==> config.mk <==
export PLATFORM = sky130hd
export DESIGN_NAME = fetch_unit
export DESIGN_NICKNAME = d
export VERILOG_FILES = /design/src/rtl/fetch_pkg.sv /design/src/rtl/fetch_fifo.sv /design/src/rtl/fetch_unit.sv
export SDC_FILE = /design/constraint.sdc
export NUM_CORES = 1
export LEC_CHECK = 0
export CAP_MARGIN = 0
export CORE_MARGIN = 5
export CORE_UTILIZATION = 49
export CTS_CLUSTER_DIAMETER = 80
export DETAILED_ROUTE_END_ITERATION = 8
export PLACE_DENSITY = 0.79
export SYNTH_ARGS = -nofsm -noshare
export SYNTH_HDL_FRONTEND = slang
export SYNTH_SLANG_ARGS = --single-unit
==> constraint.sdc <==
create_clock -name clk -period 4.4 [get_ports clk]
set_input_delay 0.66 -clock clk [delete_from_list [all_inputs] [get_ports clk]]
set_output_delay 0.66 -clock clk [all_outputs]
set_load 0.02 [all_outputs]
==> src/rtl/fetch_pkg.sv <==
// rtl/fetch_pkg.sv - shared widths, constants and FSM state type for the fetch unit
package fetch_pkg;

  localparam int INSTR_W = 16;
  localparam int PC_W    = 16;
  localparam int PC_STEP = 2;
  localparam logic [INSTR_W-1:0] NOP_INSTR = 16'h0000;

  typedef enum logic [1:0] {
    IDLE,
    FETCH,
    FULL,
    FAULT
  } fetch_state_e;

endpackage

==> src/rtl/fetch_fifo.sv <==
// rtl/fetch_fifo.sv - power-of-two instruction buffer with synchronous flush
module fetch_fifo #(
  parameter int DEPTH = 2,
  parameter int WIDTH = 32
) (
  input  logic                     clk,
  input  logic                     reset,
  input  logic                     push,
  input  logic                     pop,
  input  logic                     flush,
  input  logic [WIDTH-1:0]         push_data,
  output logic [$clog2(DEPTH):0]   count,
  output logic [WIDTH-1:0]         head
);

  localparam int PTR_W = $clog2(DEPTH);
  localparam int CNT_W = PTR_W + 1;

  logic [WIDTH-1:0] mem [DEPTH];
  logic [PTR_W-1:0] wr_ptr, rd_ptr;
  logic             do_push, do_pop;

  // Pop on empty is ignored; a full buffer only accepts a push alongside a pop.
  assign do_pop  = pop && (count != '0);
  assign do_push = push && ((count != CNT_W'(DEPTH)) || do_pop);

  always_ff @(posedge clk or posedge reset) begin
    if (reset) begin
      wr_ptr <= '0;
      rd_ptr <= '0;
      count  <= '0;
    end else if (flush) begin
      wr_ptr <= '0;
      rd_ptr <= '0;
      count  <= '0;
    end else begin
      if (do_push) wr_ptr <= wr_ptr + 1'b1;
      if (do_pop)  rd_ptr <= rd_ptr + 1'b1;
      count <= count + CNT_W'(do_push) - CNT_W'(do_pop);
    end
  end

  always_ff @(posedge clk) begin
    if (do_push && !flush) mem[wr_ptr] <= push_data;
  end

  assign head = mem[rd_ptr];

endmodule

==> src/rtl/fetch_unit.sv <==
// rtl/fetch_unit.sv - sequential instruction fetch into a small buffer with redirect
// Optional bound checking of fetch addresses is enabled by FETCH_BOUND_CHECK_EN.
module fetch_unit
  import fetch_pkg::*;
#(
  parameter logic [15:0] RESET_PC  = 16'h0000,
  parameter int          BUF_DEPTH = 2,
  parameter int          MEM_BYTES = 32
) (
  input  logic               clk,
  input  logic               reset,
  output logic [PC_W-1:0]    pc,
  input  logic [INSTR_W-1:0] instruction,
  input  logic               redirect_valid,
  input  logic [PC_W-1:0]    redirect_pc,
  output logic               out_valid,
  input  logic               out_ready,
  output logic [INSTR_W-1:0] out_instr,
  output logic [PC_W-1:0]    out_pc,
  output logic               fault
);

  localparam int CNT_W = $clog2(BUF_DEPTH) + 1;
  localparam logic [CNT_W-1:0] DEPTH_C   = CNT_W'(BUF_DEPTH);
  localparam logic [CNT_W-1:0] ONE_SHORT = CNT_W'(BUF_DEPTH - 1);

  fetch_state_e state, state_n;
  logic [PC_W-1:0]         pc_n;
  logic [CNT_W-1:0]        count;
  logic [PC_W+INSTR_W-1:0] head;
  logic                    push, pop, flush, out_of_range;

`ifdef FETCH_BOUND_CHECK_EN
  assign out_of_range = {16'd0, pc} >= 32'(MEM_BYTES);
`else
  assign out_of_range = 1'b0;
`endif

  // A head offered during a redirect is discarded by the flush, never consumed.
  assign out_valid = (count != '0);
  assign pop       = out_valid && out_ready && !redirect_valid;
  assign out_pc    = out_valid ? head[PC_W+INSTR_W-1:INSTR_W] : '0;
  assign out_instr = out_valid ? head[INSTR_W-1:0] : NOP_INSTR;
  assign fault     = (state == FAULT);

  always_ff @(posedge clk or posedge reset) begin
    if (reset) begin
      state <= IDLE;
      pc    <= RESET_PC;
    end else begin
      state <= state_n;
      pc    <= pc_n;
    end
  end

  always_comb begin
    state_n = state;
    pc_n    = pc;
    push    = 1'b0;
    flush   = 1'b0;
    if (redirect_valid) begin
      flush   = 1'b1;
      pc_n    = redirect_pc & ~PC_W'(1);
      state_n = FETCH;
    end else begin
      case (state)
        IDLE:  state_n = FETCH;
        FETCH: begin
          if ((count != DEPTH_C) || pop) begin
            if (out_of_range) begin
              state_n = FAULT;
            end else begin
              push = 1'b1;
              pc_n = pc + PC_W'(PC_STEP);
              if (!pop && (count == ONE_SHORT)) state_n = FULL;
            end
          end else begin
            state_n = FULL;
          end
        end
        FULL:  if (pop) state_n = FETCH;
        FAULT: state_n = FAULT;
        default: state_n = IDLE;
      endcase
    end
  end

  fetch_fifo #(
    .DEPTH(BUF_DEPTH),
    .WIDTH(PC_W + INSTR_W)
  ) u_fifo (
    .clk      (clk),
    .reset    (reset),
    .push     (push),
    .pop      (pop),
    .flush    (flush),
    .push_data({pc, instruction}),
    .count    (count),
    .head     (head)
  );

endmodule

==> run metrics <==
status=complete, no violations; Fmax achieved=335 MHz; Clock Tree Root=clkbuf_8; Syn Area/Cell=12.9 µm²; CTS Buf Count=9; global-route wire length before repair=~12000 µm; Max VDD drop=0.432 mV; Tcrit/Tclk final=67.8%; Post-CTS Setup Bufs=0; power share of the clock group=16.6%; Top Family by Delay on Critical Path=buffers and inverters; Post-synth EDFFs=62; Starting Density=50.0%; core area=0.00721 mm²; IO buf count=82; ys flop type=edfxtp_1; CP Capture Type=register; Worst Path Required=4480 ps; Final Skew=10.3 ps; num rows=31; Nets=403; DR vias/cell=about 5.2; post-route DRC violation count=0; sw power=1.10 mW; initial antenna violation count=0; YS warnings=0; ratio of cells with drive above 1 in the final layout=around 7.0%; die height=95.8 µm; Ports=86; clk sink count=83; Final Max Tran Viols=0; Sw Share=37.6%; relative slew slack=36.9%; worst-path cell chain=clkdlybuf4s50_1 -> buf_4 -> nor2b_1 -> o21ai_1 -> nor2_1 -> and2_1 -> buf_4; vias in the first global route=~2500; setup violators final=0; DR vias=approximately 2500; die area=about 0.0092 mm²; Sequential Power Share=~42%; CTS Buffer Depth=2; Worst setup SP type=input port; Cell Area, Synth=0.00361 mm²; largest net degree at the start of global routing=33; Pint=1.82 mW; leakage=1.70 nW; register area share after synthesis=66.2%; Max Cap Viol=0; register bit total from synthesis=83; drt pass-1 iters=5; Worst Hold Class=register to register; crit path buf inv count=3; # hold bufs at CTS=0; Post-CTS Resized=0; PwrDens=~620 mW/mm²; Setup Crit Path Kind=input port to register; FFs w/ async S/R, synth=25.3%; ANT nets after route=0; CP most frequent cell=buf_4; area grow syn2layout=30.7%; Critical Path Slowest Stage Cell=o21ai_1; GRT Total Usage=~18%; Comb power frac=41.1%; clk_lat worst skew=between 300 and 400 ps; Distinct cells, synth=40; final RePlAce weighted congestion=around 0.82; CP Data Arrival Time=3070 ps; max incr delay on CP=670 ps; Crit Path Max Fanout=30; Congestion Overflow GR=0; Mapped Cells=279; H-Tree Depth=3; Placed Instances=between 400 and 500; DIE WIDTH=approximately 96 µm; RSZ-0062 raised after global routing=no; fin cells=between 400 and 500; detailed-route wire length=7530 µm; DP Worst Slack=roughly 1100 ps; diode count=0; post-route setup TNS=0 ps; DP HPWL=5200 µm; Final Hold Fails=0; post-DR wirelength/cell=16.1 µm; worst hold margin=~520 ps; Iter 0 DRT Violations=88; fin crit period=slightly below 3000 ps; CTS tree=yes; Clk pin slew, worst setup/hold paths=roughly 80 ps; final worst slack=1420 ps; Tightest Pin Transition=947 ps
## registers in the layout, indices dropped and copies added, names as in the netlist
| name | count |
|---|---|
| pc | 15 |
| state | 2 |
| u_fifo.count | 2 |
| u_fifo.mem | 62 |
| u_fifo.rd_ptr | 1 |
| u_fifo.wr_ptr | 1 |
## worst paths after layout
kind                       slack, ps  cells past startpoint                     endpoint                 start
min                              520                      0  u_fifo.mem[0][31]$_DFFE_PP_    pc[15]$_DFFE_PP0P_
min reg2reg                      520                      0  u_fifo.mem[0][31]$_DFFE_PP_    pc[15]$_DFFE_PP0P_
max                             1420                      7  u_fifo.mem[1][27]$_DFFE_PP_        redirect_valid
max reg2reg                     1830                      5  u_fifo.mem[1][27]$_DFFE_PP_  state[0]$_DFFE_PP0P_
min in group asynchronous        760                      2           pc[12]$_DFFE_PP0P_                 reset
max in group asynchronous       3070                      2    u_fifo.rd_ptr$_DFFE_PP0P_                 reset
## layout make-up
type	count	area [µm²]
repair buffers	86	851
multi-input cells	172	1130
well taps	99	124
fillers	562	2500
clock buffers	9	124
flip-flops and latches	83	2390
inverters	12	45.0
clock inverters	7	51.3
## synthesized netlist by cell type, types with 4 or more instances
cell | number | area [µm²]
clkbuf_1 | 8 | 30.0
nand3_1 | 5 | 25.0
o21ai_0 | 11 | 55.1
nand2_1 | 14 | 52.6
dfrtp_1 | 21 | 526
mux2i_1 | 32 | 320
xor2_1 | 5 | 43.8
nor2_1 | 45 | 169
xnor2_1 | 6 | 52.6
inv_1 | 12 | 45.0
edfxtp_1 | 62 | 1860
a211oi_1 | 4 | 30.0
a31oi_1 | 7 | 43.8
nor2b_1 | 5 | 31.3
nand2b_1 | 4 | 25.0
## cells in the final DEF (no fill, tap or decap), types with 4 or more instances in the layout
cell	synthesis	layout
o21ai_0	11	11
xnor2_1	6	6
buf_4	2	4
nor2b_1	5	5
dfrtp_1	21	20
nand3_1	5	5
nand2_1	14	14
nand2b_1	4	4
clkdlybuf4s50_1	0	82
xor2_1	5	5
nor2_1	45	44
inv_1	12	12
a211oi_1	4	4
a31oi_1	7	7
edfxtp_1	62	62
clkbuf_8	0	9
mux2i_1	32	32
## power groups by stage
stage,sequential [mW],combinational (mW),clock [mW]
6_report,1.24,1.20,0.485
5_1_grt,1.26,1.30,0.524
4_1_cts,1.24,1.22,0.493
3_5_place_dp,1.25,1.21,0
3_3_place_gp,1.24,1.19,0
2_1_floorplan,1.20,0.720,0
## worst register-to-register path: stages (launching register included)
cell and delay (ps):
dfrtp_1 460, nor2b_1 250, o21ai_1 330, nor2_1 260
and2_1 570, buf_4 390
## kinds of logic (layout without fill, tap and decap cells)
| kind of cell | count (synthesis) | after routing | synth area share [%] |
|---|---|---|---|
| fa+ha+maj | 3 | 3 | 1.04 |
| mux | 32 | 32 | 8.88 |
| other cells | 1 | 2 | 0.104 |
| xor+xnor | 11 | 11 | 2.67 |
| simple gates | 91 | 91 | 12.1 |
| compound gates | 33 | 33 | 6.21 |
| flops | 83 | 83 | 66.2 |
| buf+inv | 25 | 114 | 2.81 |
## stage by stage
stage	total power [mW]	instance area [µm²]	utilization, %
after floorplan	1.92	3610	-
after global placement	2.43	4540	62.9
after detailed placement	2.47	4540	62.9
after CTS	2.95	4710	65.3
after global routing	3.09	4710	65.3
final	2.92	4710	65.3
## routing by layer
metal	track usage (%)	wire (µm)	vias to the layer above
met5	0	0	-
met4	7.11	78	0
met3	3.13	255	6
met2	28.7	3870	61
met1	23.6	3320	1212
li1	-	-	1171
No activity file was read; power rests on OpenSTA's default activity.
